$ cat src/rtl/rv_pc_unit.sv
// Fetch-side program counter unit.
// Holds the IF-stage PC, predicts the next fetch address from a direct-mapped
// BTB with 2-bit saturating counters, resolves EX control transfers, redirects
// fetch with a flush on mispredict or trap, and counts branches/mispredicts.
module rv_pc_unit #(
    parameter int                    ADDR_WIDTH = 32,
    parameter int                    DATA_WIDTH = 32,
    parameter logic [ADDR_WIDTH-1:0] RESET_PC   = 32'h0000_0000,
    parameter int                    BTB_DEPTH  = 16,
    parameter int                    CNT_WIDTH  = 32
) (
    input  logic                  clk,
    input  logic                  rst,
    input  logic                  stall,
    input  logic                  trap_req,
    input  logic [ADDR_WIDTH-1:0] trap_vec,
    output logic [ADDR_WIDTH-1:0] if_pc,
    output logic                  if_pred_taken,
    output logic [ADDR_WIDTH-1:0] if_pred_target,
    input  logic                  ex_valid,
    input  logic [2:0]            ex_branch,
    input  logic                  ex_zero,
    input  logic                  ex_less,
    input  logic [ADDR_WIDTH-1:0] ex_pc,
    input  logic [DATA_WIDTH-1:0] ex_rs,
    input  logic [DATA_WIDTH-1:0] ex_imm,
    input  logic                  ex_pred_taken,
    input  logic [ADDR_WIDTH-1:0] ex_pred_target,
    output logic                  ex_taken,
    output logic [ADDR_WIDTH-1:0] ex_target,
    output logic                  flush,
    output logic [CNT_WIDTH-1:0]  branch_cnt,
    output logic [CNT_WIDTH-1:0]  mispred_cnt
);

    localparam int IDX   = $clog2(BTB_DEPTH);
    localparam int TAG_W = ADDR_WIDTH - IDX - 2;
    localparam logic [ADDR_WIDTH-1:0] PC_STEP = ADDR_WIDTH'(32'd4);
    localparam logic [CNT_WIDTH-1:0]  CNT_ONE = CNT_WIDTH'(32'd1);

    // BTB storage
    logic [BTB_DEPTH-1:0]  btb_valid_r;
    logic [TAG_W-1:0]      btb_tag_r    [BTB_DEPTH];
    logic [ADDR_WIDTH-1:0] btb_target_r [BTB_DEPTH];
    logic [1:0]            btb_ctr_r    [BTB_DEPTH];

    logic [ADDR_WIDTH-1:0] pc_r;
    logic [CNT_WIDTH-1:0]  branch_cnt_r;
    logic [CNT_WIDTH-1:0]  mispred_cnt_r;

    // Lookup / resolve signals
    logic [IDX-1:0]        if_idx_s;
    logic [IDX-1:0]        ex_idx_s;
    logic [TAG_W-1:0]      ex_tag_s;
    logic                  if_hit_s;
    logic                  ex_hit_s;
    logic                  pred_taken_s;
    logic [ADDR_WIDTH-1:0] imm_s;
    logic [ADDR_WIDTH-1:0] jalr_sum_s;
    logic [ADDR_WIDTH-1:0] taken_tgt_s;
    logic                  taken_s;
    logic                  mispredict_s;
    logic                  is_branch_s;
    logic [ADDR_WIDTH-1:0] next_pc_s;

    // BTB write port
    logic                  wr_en_s;
    logic                  wr_valid_s;
    logic [1:0]            wr_ctr_s;
    logic [ADDR_WIDTH-1:0] wr_target_s;

    assign if_idx_s     = pc_r[IDX+1:2];
    assign ex_idx_s     = ex_pc[IDX+1:2];
    assign ex_tag_s     = ex_pc[ADDR_WIDTH-1:IDX+2];
    assign if_hit_s     = btb_valid_r[if_idx_s] & (btb_tag_r[if_idx_s] == pc_r[ADDR_WIDTH-1:IDX+2]);
    assign ex_hit_s     = btb_valid_r[ex_idx_s] & (btb_tag_r[ex_idx_s] == ex_tag_s);
    assign pred_taken_s = if_hit_s & btb_ctr_r[if_idx_s][1];
    assign imm_s        = ADDR_WIDTH'(ex_imm);
    assign jalr_sum_s   = ADDR_WIDTH'(ex_rs) + imm_s;

    // Resolve branch direction and the target a taken transfer would use
    always_comb begin
        taken_s = 1'b0;
        case (ex_branch)
            3'b001, 3'b010: taken_s = 1'b1;
            3'b100:         taken_s = ex_zero;
            3'b101:         taken_s = ~ex_zero;
            3'b110:         taken_s = ex_less;
            3'b111:         taken_s = ~ex_less;
            default:        taken_s = 1'b0;
        endcase
        if (!ex_valid) begin
            taken_s = 1'b0;
        end else begin
            taken_s = taken_s;
        end
        if (ex_branch == 3'b010) begin
            taken_tgt_s = {jalr_sum_s[ADDR_WIDTH-1:1], 1'b0};
        end else begin
            taken_tgt_s = ex_pc + imm_s;
        end
    end

    assign ex_taken     = taken_s;
    assign ex_target    = taken_s ? taken_tgt_s : (ex_pc + PC_STEP);
    assign mispredict_s = ex_valid & ((taken_s != ex_pred_taken) |
                                      (taken_s & (taken_tgt_s != ex_pred_target)));
    assign flush        = mispredict_s | trap_req;
    assign is_branch_s  = ex_valid & (ex_branch != 3'b000) & (ex_branch != 3'b011);

    // Next fetch PC: trap, then redirect, then stall, then prediction, then sequential
    always_comb begin
        next_pc_s = pc_r + PC_STEP;
        if (trap_req) begin
            next_pc_s = trap_vec;
        end else if (mispredict_s) begin
            next_pc_s = ex_target;
        end else if (stall) begin
            next_pc_s = pc_r;
        end else if (pred_taken_s) begin
            next_pc_s = btb_target_r[if_idx_s];
        end else begin
            next_pc_s = pc_r + PC_STEP;
        end
    end

    // Decide what (if anything) the resolving EX instruction writes into the BTB
    always_comb begin
        wr_en_s     = 1'b0;
        wr_valid_s  = 1'b1;
        wr_ctr_s    = btb_ctr_r[ex_idx_s];
        wr_target_s = btb_target_r[ex_idx_s];
        if (ex_valid) begin
            case (ex_branch)
                3'b001, 3'b010: begin
                    wr_en_s     = 1'b1;
                    wr_ctr_s    = 2'b11;
                    wr_target_s = taken_tgt_s;
                end
                3'b100, 3'b101, 3'b110, 3'b111: begin
                    if (ex_hit_s) begin
                        wr_en_s = 1'b1;
                        if (taken_s) begin
                            wr_ctr_s    = (btb_ctr_r[ex_idx_s] == 2'b11) ? 2'b11 : (btb_ctr_r[ex_idx_s] + 2'b01);
                            wr_target_s = taken_tgt_s;
                        end else begin
                            wr_ctr_s = (btb_ctr_r[ex_idx_s] == 2'b00) ? 2'b00 : (btb_ctr_r[ex_idx_s] - 2'b01);
                        end
                    end else if (taken_s) begin
                        wr_en_s     = 1'b1;
                        wr_ctr_s    = 2'b10;
                        wr_target_s = taken_tgt_s;
                    end else begin
                        wr_en_s = 1'b0;
                    end
                end
                default: begin
                    // A non-control instruction aliasing a BTB entry kills it
                    if (ex_hit_s) begin
                        wr_en_s    = 1'b1;
                        wr_valid_s = 1'b0;
                    end else begin
                        wr_en_s = 1'b0;
                    end
                end
            endcase
        end else begin
            wr_en_s = 1'b0;
        end
    end

    // PC register and performance counters
    always_ff @(posedge clk or posedge rst) begin
        if (rst) begin
            pc_r          <= RESET_PC;
            branch_cnt_r  <= '0;
            mispred_cnt_r <= '0;
        end else begin
            pc_r <= next_pc_s;
            if (is_branch_s) begin
                branch_cnt_r <= branch_cnt_r + CNT_ONE;
            end
            if (mispredict_s) begin
                mispred_cnt_r <= mispred_cnt_r + CNT_ONE;
            end
        end
    end

    // BTB entry write; lookups this cycle still see the old contents
    always_ff @(posedge clk or posedge rst) begin
        if (rst) begin
            btb_valid_r <= '0;
            for (int i = 0; i < BTB_DEPTH; i++) begin
                btb_tag_r[i]    <= '0;
                btb_target_r[i] <= '0;
                btb_ctr_r[i]    <= 2'b00;
            end
        end else if (wr_en_s) begin
            btb_valid_r[ex_idx_s]  <= wr_valid_s;
            btb_tag_r[ex_idx_s]    <= ex_tag_s;
            btb_target_r[ex_idx_s] <= wr_target_s;
            btb_ctr_r[ex_idx_s]    <= wr_ctr_s;
        end
    end

    assign if_pc          = pc_r;
    assign if_pred_taken  = pred_taken_s;
    assign if_pred_target = pred_taken_s ? btb_target_r[if_idx_s] : '0;
    assign branch_cnt     = branch_cnt_r;
    assign mispred_cnt    = mispred_cnt_r;

endmodule

$ cat config.mk
export PLATFORM = sky130hd
export DESIGN_NAME = rv_pc_unit
export DESIGN_NICKNAME = d
export VERILOG_FILES = /design/src/rtl/rv_pc_unit.sv
export SDC_FILE = /design/constraint.sdc
export NUM_CORES = 2
export LEC_CHECK = 0
export BUFFER_PORTS_ARGS = -buffer_cell sky130_fd_sc_hd__clkbuf_2
export CAP_MARGIN = 25
export CORE_MARGIN = 4
export CORE_UTILIZATION = 30
export DETAILED_ROUTE_END_ITERATION = 8
export PLACE_DENSITY = 0.47
export SYNTH_ARGS = -nofsm -noshare
export SYNTH_HDL_FRONTEND = slang
export SYNTH_SLANG_ARGS = --single-unit
$ cat constraint.sdc
create_clock -name clk -period 89.5 [get_ports clk]
set_input_delay 4.475 -clock clk [delete_from_list [all_inputs] [get_ports clk]]
set_output_delay 4.475 -clock clk [all_outputs]
set_load 0.03 [all_outputs]
Yosys cells after proc, flatten, opt, wreduce, memory -nomap -nowiden
Index checks and enable logic that the tools add are counted.
Word-level totals
  input bits: 171
  register bits after elaboration: 1072
  memories: 0
  word-level logic and storage cells: 160
  latch bits: 0
  memory bits (read-only): 0
  output and inout port bits: 163
  memory bits (writable): 0
Cells by class
  add/subtract/negate cells: 8
  reduce and logical (&&, ||, !) cells: 7
  bitwise gates (word level): 13
  mux-type cells: 61
  div/mod/pow operators: 0
  eq/ne operators: 13
  shift-type cells: 0
  magnitude comparators: 6
  multipliers: 0
Operator list (count)
  $bwmux 512: 1
  $mux 32: 14
  $bwmux 416: 1
  $bmux 32 s4: 2
  $bmux 26 s4: 2
  $mux 26: 5
  $demux 32 s4: 1
  $demux 26 s4: 1
  $add 32x1->32 const B: 2
  $add 32x3->32 const B: 2
  $add 32x32->32: 2
  $pmux 32 s2: 1
  $eq 26x26->1: 2
  $bwmux 32: 1
  $ne 32x32->1: 1
  $mux 2: 11
  $bmux 2 s4: 2
  $bwmux 16: 1
  $eq 3x3->1 const B: 4
  $mux 1: 11
  $ge 5x5->1 const B: 2
  $lt 4x5->1 const B: 2
  $not 4->5: 2
  $bmux 1 s4: 2
  other kinds (24): 33

Logic depth before layout (Yosys ltp)
  word-level depth: 11
  gate-level depth with buffers: 17
  gate-level depth less buffers: 15

Worst setup path after synthesis
OpenSTA, ideal clock, no wires.
  path type: input -> output
  start: input port ex_pc[0]
  end: output port flush
  path buffers: 2
  required time: 85.025 ns
  cell stages on the path: 16
  slack: 77.168 ns
  arrival: 7.857 ns
  cell sequence: ha_1 > inv_1 > fa_1 > nand2b_1 > a211oi_1 > o211ai_1 > a2111oi_1 > or4_1 > a21oi_1 > a2111oi_0 > nand4b_1 > and4b_1 > a21oi_1 > buf_2 > buf_2 > or2_2
On the way
  word-level cells in the longest chain between the ends: 7
Ends and longest elaborated chain
  start: declaration: line 24  | input logic [ADDR_WIDTH-1:0] ex_pc,
  $add 32x32->32: line 100  | taken_tgt_s = ex_pc + imm_s;
  $mux 32: line 97  | if (ex_branch == 3'b010) begin
  $ne 32x32->1: line 107  | (taken_s & (taken_tgt_s != ex_pred_target)));
  $and 1x1->1: line 107
  $or 1x1->1: line 106  | assign mispredict_s = ex_valid & ((taken_s != ex_pred_taken) |
  $and 1x1->1: line 106
  $or 1x1->1: line 108  | assign flush = mispredict_s | trap_req;
  end: declaration: line 31  | output logic flush,
No other way between the ends.

Worst setup path in the final report
  start: input port ex_pc[2]
  end: output port flush
Same word-level chain as after synthesis.

==> flow_metrics.tcl <==
set metrics [dict create \
    drt_pass1_iterations 6 \
    finalSetupViolCount 0 \
    first_global_vias 46600 \
    area_delta_synth_final_pct 13.0 \
    vias 46200 \
    r2r_cells 15 \
    grt_max_degree 157 \
    post-route-util 0.341 \
    endpoint_kind "output pin" \
    io_pins 334 \
    cp_slowest_stage_delay_ns 0.64 \
    r2r_end "if_pc[31]" \
    clk_latency_ns 0.80 \
    reg2reg_from "if_pc[2]" \
    placed_area_um2 67300 \
    antenna_found_initial 17 \
    drv_slew 0 \
    post_cts_buffers 0 \
    ant_nets 0 \
    totalWireLength_um 243000 \
    cts_hold_buffers 0 \
    p_leak_nw 30.0 \
    critical_path_class "input port to output pin" \
    start_util 0.302 \
    grt_usage 0.219 \
    initialDrtViolationCount 4152 \
    ys_types 87 \
    cp_max_fo 39 \
    rsz0062_at_grt "false" \
    synthDominantCellAreaShare 0.423 \
    critical_path_depth 15 \
    r2r_slack_ns 82.17 \
    avgViaCountPerCell 5.59 \
    fmax_mhz 71.2 \
    hold_viol 0 \
    wl_per_cell_um 29.4 \
    rows 168 \
    drive_gt1_frac 0.293 \
    fin_ws_ns 75.46 \
    critPathMostFrequentCell "o211ai_1" \
    die_h_um 468 \
    powerDensity_nw_per_um2 24.8 \
    cts-root-buf "clkbuf_16" \
    routabilityCongestion 0.924 \
    synthCells 5259 \
    synth_edf_count 0 \
    ir_drop_mv 0.0184 \
    max_cap_violations 0 \
    slowest_stage "o211ai_1" \
    htreeDepth 3 \
    switching_power_uw 593 \
    syn_nets 5500 \
    design_area_um2 71600 \
    cp-startpoint "ex_pc[2]" \
    place_ws_ns 75.56 \
    path_cells "buf_8 -> ha_1 -> a211oi_1 -> o21ai_0 -> o211ai_1 -> a21oi_1 -> mux2i_1 -> o211ai_1 -> xor2_1 -> nor4_1 -> and3_1 -> a21oi_4 -> buf_4 -> or2_2 -> clkbuf_2" \
    post-place-cells 8027 \
    drc_errors 0 \
    instances_no_fill 8261 \
    cts_resized 0 \
    fin_setup_tns_ns 0 \
    crit_buf_inv 3 \
    sw_frac_of_total 0.334 \
    clk_pin_slew_ns 0.06 \
    cts.sinks 1072 \
    start_kind "input port" \
    yosysTopAreaCell "dfrtp_1" \
    cts_tree "yes" \
    ys_seq_area_frac 0.423 \
    synth_ff_type "dfrtp_1" \
    fin_crit_ns 14.04 \
    p_seq_frac 0.400 \
    netlist_area_um2 63400 \
    worstHoldPathType "flip-flop to flip-flop" \
    skew_ns 0.0875 \
    synth_area_per_cell_um2 12.0 \
    post-dp-hpwl_um 161000 \
    io_buffers 333 \
    p_int_mw 1.18 \
    dieArea_um2 219000 \
    required_ns 85.03 \
    cp.arrival_ns 9.57 \
    synth-async-reset-ratio 1.00 \
    yosysWarnings 0 \
    crit_end "flush" \
    nets 5595 \
    crit_family "compound AO/OA/AOI/OAI gates" \
    ys_ff_latch 1072 \
    grt_pass1_wl_um 348000 \
    cts.path.max_buffers 3 \
    power_frac_comb 0.311 \
    tightest_slew_ns 1.15 \
    overflow 0 \
    maxSlewHeadroom 0.236 \
    final.period_utilization 0.157 \
    status "finished, final reports clean" \
    clkPwrFrac 0.289 \
    die_x_um 468 \
    core_area_um2 210000 \
    cts_made_buffers 119 \
    synth.area.top_cells "dfrtp_1, mux4_2, mux2_2" \
]
-- how the worst min path moves through the flow --
stage               slack (ns)  cells past startpoint            start               to
finish                    0.47                      1  mispred_cnt[31]  mispred_cnt[31]
CTS                       0.48                      1  mispred_cnt[31]  mispred_cnt[31]
global route              0.51                      1   btb_tag_r[331]   btb_tag_r[331]
global placement          0.46                      1   branch_cnt[31]   branch_cnt[31]
floorplan                 0.45                      1    btb_ctr_r[10]    btb_ctr_r[10]
detailed placement        0.47                      1   branch_cnt[31]   branch_cnt[31]
-- cell families after synthesis --
| kind of cell | count (synthesis) | synth area share |
|---|---|---|
| AND/OR/NAND/NOR | 1199 | 0.0873 |
| buffers and inverters | 558 | 0.0418 |
| AO/OA/AOI/OAI | 950 | 0.0881 |
| adder cells (fa/ha/maj) | 71 | 0.0142 |
| XOR/XNOR | 245 | 0.0352 |
| multiplexers | 1164 | 0.310 |
| flip-flops | 1072 | 0.423 |
-- Yosys cell counts (43+ instances only) --
library cell / n
xnor2_1: 170
xor2_1: 69
mux2_2: 277
nor2_1: 605
mux2i_1: 44
buf_1: 64
nand2_1: 168
dfrtp_1: 1072
buf_2: 109
buf_4: 80
ha_1: 68
mux2_1: 258
nand4_1: 78
mux4_2: 585
and3_1: 43
inv_1: 60
a21oi_1: 586
nand3_1: 76
o21ai_0: 93
clkbuf_1: 229
-- layer usage --
layer	up-vias	global-route usage	share of wire
met3	417	0.0377	0.062
met2	1624	0.354	0.47
met4	18	0.105	0.054
met1	24300	0.285	0.41
li1	19800	-	-
met5	-	0	0.00044
-- area by class of cell --
class / count / area [um^2]
fillers: 20900 / 138000
clock buffers: 182 / 3580
well taps: 2805 / 3510
diodes: 7 / 17.5
flip-flops and latches: 1072 / 26800
clock inverters: 34 / 492
repair buffers: 472 / 2970
multi-input cells: 3629 / 34000
inverters: 60 / 233
-- metrics by stage --
step	total power [mW]	hold slack, ns
after floorplan	1.09	0.452
after detailed placement	1.27	0.465
after global routing	1.87	0.514
after global placement	1.25	0.460
final	1.78	0.474
after CTS	1.79	0.476
-- state kept, by name, indices dropped and copies added (netlist names) --
| register | count |
|---|---|
| btb_target_r | 512 |
| btb_tag_r | 416 |
| branch_cnt | 32 |
| btb_ctr_r | 32 |
| if_pc | 32 |
| mispred_cnt | 32 |
| btb_valid_r | 16 |
-- placed cells by master (no fill, tap or decap), types with 39 or more instances in the layout --
cell / count
buf_4: 118
mux2_1: 258
mux2i_1: 43
mux2_2: 277
nor2_1: 604
nor2b_1: 41
inv_1: 58
ha_1: 68
xnor2_1: 170
o21ai_0: 92
a21oi_1: 585
and3_1: 39
clkbuf_16: 119
nand4_1: 78
mux4_2: 585
nand3_1: 76
nand2_1: 167
dfrtp_1: 1068
clkbuf_2: 329
xor2_1: 69
-- power by group through the flow --
stage	combinational, mW	clock [mW]	sequential [mW]
CTS	0.552	0.525	0.710
global route	0.592	0.545	0.729
detailed placement	0.550	0	0.718
finish	0.552	0.514	0.711
global placement	0.541	0	0.710
floorplan	0.394	0	0.693
Note: power is estimated with default switching activity, not from simulation.
